===== src/rtl/bitwise_pkg.sv =====
// Shared constants and types for the bitwise unit and its result serializer.
package bitwise_pkg;

    localparam int unsigned W     = 4;
    localparam int unsigned N     = 6;
    localparam int unsigned IDX_W = 3;

    typedef enum logic {
        IDLE,
        SEND
    } state_t;

    // Result-index map, shared with the bitwise unit and the checker
    localparam int unsigned IDX_Y1 = 0;
    localparam int unsigned IDX_Y2 = 1;
    localparam int unsigned IDX_Y3 = 2;
    localparam int unsigned IDX_Y4 = 3;
    localparam int unsigned IDX_Y5 = 4;
    localparam int unsigned IDX_Y6 = 5;

endpackage


===== src/rtl/bitwise_result_serializer.sv =====
// Captures six result words in one handshake and emits them one per beat, with a running XOR
// checksum reported once each set completes.
module bitwise_result_serializer
    import bitwise_pkg::*;
(
    input  logic             clk,
    input  logic             rst_n,
    input  logic             in_valid,
    output logic             in_ready,
    input  logic [W-1:0]     y1,
    input  logic [W-1:0]     y2,
    input  logic [W-1:0]     y3,
    input  logic [W-1:0]     y4,
    input  logic [W-1:0]     y5,
    input  logic [W-1:0]     y6,
    output logic             out_valid,
    input  logic             out_ready,
    output logic [W-1:0]     out_data,
    output logic [IDX_W-1:0] out_idx,
    output logic             out_last,
    output logic [W-1:0]     chk,
    output logic             chk_valid
);

    localparam logic [IDX_W-1:0] LastIdx = IDX_W'(N - 1);

    state_t           state_q, state_d;
    logic [W-1:0]     data_buf_q [N];
    logic [W-1:0]     data_buf_d [N];
    logic [IDX_W-1:0] idx_q, idx_d;
    logic [W-1:0]     acc_q, acc_d;
    logic [W-1:0]     chk_q, chk_d;
    logic             chk_valid_q, chk_valid_d;

    logic is_last;
    logic beat_accept;
    logic capture;

    assign is_last   = (state_q == SEND) && (idx_q == LastIdx);
    assign out_valid = (state_q == SEND);
    assign out_data  = out_valid ? data_buf_q[idx_q] : '0;
    assign out_idx   = out_valid ? idx_q : '0;
    assign out_last  = is_last;
    assign chk       = chk_q;
    assign chk_valid = chk_valid_q;

    // Combinational out_ready path lets the next set land with no idle cycle
    assign in_ready    = (state_q == IDLE) || (is_last && out_ready);
    assign beat_accept = out_valid && out_ready;
    assign capture     = in_valid && in_ready;

    always_comb begin
        state_d     = state_q;
        data_buf_d  = data_buf_q;
        idx_d       = idx_q;
        acc_d       = acc_q;
        chk_d       = chk_q;
        chk_valid_d = 1'b0;

        if (beat_accept) begin
            if (is_last) begin
                chk_d       = acc_q ^ out_data;
                chk_valid_d = 1'b1;
                state_d     = IDLE;
                idx_d       = '0;
                acc_d       = '0;
            end else begin
                idx_d = idx_q + IDX_W'(1);
                acc_d = acc_q ^ out_data;
            end
        end

        // Capture wins over the return to IDLE when both happen on the last beat
        if (capture) begin
            data_buf_d[IDX_Y1] = y1;
            data_buf_d[IDX_Y2] = y2;
            data_buf_d[IDX_Y3] = y3;
            data_buf_d[IDX_Y4] = y4;
            data_buf_d[IDX_Y5] = y5;
            data_buf_d[IDX_Y6] = y6;
            idx_d              = '0;
            acc_d              = '0;
            state_d            = SEND;
        end
    end

    always_ff @(posedge clk or negedge rst_n) begin
        if (!rst_n) begin
            state_q     <= IDLE;
            data_buf_q  <= '{default: '0};
            idx_q       <= '0;
            acc_q       <= '0;
            chk_q       <= '0;
            chk_valid_q <= 1'b0;
        end else begin
            state_q     <= state_d;
            data_buf_q  <= data_buf_d;
            idx_q       <= idx_d;
            acc_q       <= acc_d;
            chk_q       <= chk_d;
            chk_valid_q <= chk_valid_d;
        end
    end

endmodule


===== config.mk =====
export PLATFORM = sky130hd
export DESIGN_NAME = bitwise_result_serializer
export DESIGN_NICKNAME = d
export VERILOG_FILES = /design/src/rtl/bitwise_pkg.sv /design/src/rtl/bitwise_result_serializer.sv
export SDC_FILE = /design/constraint.sdc
export NUM_CORES = 1
export LEC_CHECK = 0
export BUFFER_PORTS_ARGS = -buffer_cell sky130_fd_sc_hd__buf_4
export CAP_MARGIN = 10
export CORE_MARGIN = 2
export CORE_UTILIZATION = 57
export CTS_CLUSTER_DIAMETER = 150
export DETAILED_ROUTE_END_ITERATION = 7
export PLACE_DENSITY = 0.84
export SYNTH_ARGS = -nofsm -noshare
export SYNTH_HDL_FRONTEND = slang
export SYNTH_SLANG_ARGS = --single-unit

===== constraint.sdc =====
create_clock -name clk -period 3.06 [get_ports clk]
set_input_delay 0.612 -clock clk [delete_from_list [all_inputs] [get_ports clk]]
set_output_delay 0.612 -clock clk [all_outputs]
set_load 0.05 [all_outputs]

==> impl_metrics.env <==
export IMPL_status="completed"
export IMPL_setup_violations=0
export IMPL_grt_max_degree=38
export IMPL_grt_pass1_wl_mm=6.18
export IMPL_start_kind="register"
export IMPL_hp_class="in -> async"
export IMPL_portBuffers=42
export IMPL_async_flop_share_pct=100
export IMPL_wl_per_cell_um=15.2
export IMPL_fmax_ghz=0.346
export IMPL_synth_area_leaders="dfrtp_1 50%, mux2_2 20%, nand3_1 3.2%"
export IMPL_cts_tree="built"
export IMPL_fin_cells=239
export IMPL_drive_above_1_share_pct=45.1
export IMPL_start_util_pct=60.5
export IMPL_finalNetCount=225
export IMPL_reg2regPathDepth=7
export IMPL_syn_area_um2=1860
export IMPL_cap_viol_max_count=0
export IMPL_drc=0
export IMPL_synth_edf_count=0
export IMPL_yosys_area_top_type="dfrtp_1"
export IMPL_setup_tns_ns=0
export IMPL_clockBufferDepth=2
export IMPL_routed_wl_mm=3.64
export IMPL_period_share_pct=94.4
export IMPL_grt_ovfl_total=0
export IMPL_m1WireLength_mm=1.55
export IMPL_core_area_um2=3080
export IMPL_power_leakage_nw=1.05
export IMPL_synth_cell_type_count=29
export IMPL_slew_headroom_pct=58.4
export IMPL_place_hpwl_mm=2.71
export IMPL_cp_max_fo=12
export IMPL_cts_setup_buffers=0
export IMPL_area_growth_pct=19.8
export IMPL_worst_slew_pin_slew_ns=0.624
export IMPL_viasPerCell=5.70
export IMPL_yosys_warnings=0
export IMPL_num_rows=20
export IMPL_synth_top_area_share_pct=49.7
export IMPL_detail_route_antenna_nets=0
export IMPL_ys_top_cells_by_count="37 x dfrtp_1, 33 x mux2_2, 13 x nand2_1"
export IMPL_avgSynthCellArea_um2=12.0
export IMPL_dp_cells=232
export IMPL_die_width_um=61.2
export IMPL_io_pins=43
export IMPL_vias=1363
export IMPL_dr_pass1_iters=5
export IMPL_maxSlewViolCount=0
export IMPL_synth_seq_cells=37
export IMPL_cts_htree_levels=2
export IMPL_powerDensity_nw_per_um2=1110
export IMPL_yosysSeqAreaShare_pct=49.7
export IMPL_root_buffer="clkbuf_4"
export IMPL_cts_made_buffers=5
export IMPL_syn_inst=155
export IMPL_cp_arrival_ns=2.28
export IMPL_cp_end_kind="output pin"
export IMPL_period_needed_ns=2.89
export IMPL_dr_wl_met2_mm=1.80
export IMPL_synthesis_nets=185
export IMPL_fp_dieH_um=61.2
export IMPL_antenna_cells=0
export IMPL_cts_sinks=37
export IMPL_holdBufCountCts=0
export IMPL_synth_ff_type="dfrtp_1"
export IMPL_die_area_um2=3740
export IMPL_rrSetupSlack_ns=0.87
export IMPL_insertion_delay_ns=0.35
export IMPL_topRoutingLayerUsed="met4"
export IMPL_drt_iter0_drc=66
export IMPL_gp_congestion=0.841
export IMPL_fin_worst_skew_ns=0.0167
export IMPL_required_ns=2.45
export IMPL_met3_length_um=213
export IMPL_yosysMostFrequentCell="dfrtp_1"
export IMPL_critical_path_class="reg -> out"
export IMPL_antenna_found_initial=0
export IMPL_vdd_ir_drop_max_v=0.000488
export IMPL_hold_violations=0
export IMPL_grt_pass1_vias=1354
export IMPL_track_usage_pct=23.3
export IMPL_clkTransAtPathRegs_ns=0.11
export IMPL_rsz0062_at_grt="false"
export IMPL_cts_repair_resized=0
## final cells by class
| type | instances | area (um2) |
|---|---|---|
| Multi-Input combinational cell | 106 | 863 |
| Tap cell | 44 | 55.1 |
| Timing Repair Buffer | 43 | 323 |
| Fill cell | 235 | 848 |
| Clock buffer | 7 | 55.1 |
| Inverter | 2 | 7.51 |
| Sequential cell | 37 | 926 |
## routing by layer
layer  up-vias  track usage (%)
li1        644                -
met1       663             29.0
met2        46             37.8
met3        10             5.46
met4         0             12.1
met5         -                0
## critical path, stage by stage (launching register included)
cell	delay, ns
dfrtp_1	0.66
mux2_2	0.40
a222oi_1	0.55
nor2b_1	0.10
buf_4	0.21
## power by group
part	internal (mW)	switching, mW	total (mW)
Clock	0.108	0.149	0.258
Sequential	0.712	0.189	0.901
Combinational	0.578	0.747	1.32
Total	1.40	1.08	2.48
## layout by cell type, fill, tap and decap left out, drive strengths merged
cell type,n
a21o,1
a222oi,4
a22oi,4
a31o,2
and2,4
and2b,1
and3,2
buf,43
clkbuf,7
dfrtp,37
ha,2
inv,2
mux2,37
mux2i,1
nand2,13
nand2b,1
nand3,12
nand4,1
nor2,1
nor2b,6
nor3b,1
o21ai,3
o2bb2ai,1
o31ai,3
or3,5
xnor2,1
## sequential cells by signal (all words and copies together) (netlist names)
name / cells
data_buf_q: 24
acc_q: 4
out_valid: 1
chk_valid: 1
chk: 4
idx_q: 3
## kinds of logic after synthesis
family | count (synthesis) | share of synthesized area (%)
muxes | 38 | 23.7
adders and majority gates | 2 | 1.34
xor gates and xnor gates | 1 | 0.471
and+or+nand+nor | 47 | 13.2
DFF | 37 | 49.7
buffers and inverters | 12 | 3.90
AOI/OAI and AO/OA | 18 | 7.59
## final timing paths
path	start	to
setup reg to reg	idx_q[1]	data_buf_q[4]
min in group clk	in_valid	idx_q[1]
setup / recovery	idx_q[1]	out_data[3]
hold / removal	rst_n	out_valid
max in group asynchronous	rst_n	data_buf_q[8]
hold reg to reg	chk[3]	chk[3]
## metrics by stage
step	instance area, um2	setup slack (ns)	hold slack (ns)	power [mW]	util (%)
final	2230	0.172	0.191	2.48	72.4
after global routing	2230	0.0413	0.221	2.64	72.4
after global placement	2170	0.690	0.468	2.17	70.7
after floorplan	1860	0.623	0.316	1.89	-
after detailed placement	2170	0.610	0.488	2.23	70.7
after CTS	2230	0.220	0.201	2.49	72.4
No activity file was read; power rests on OpenSTA's default activity.
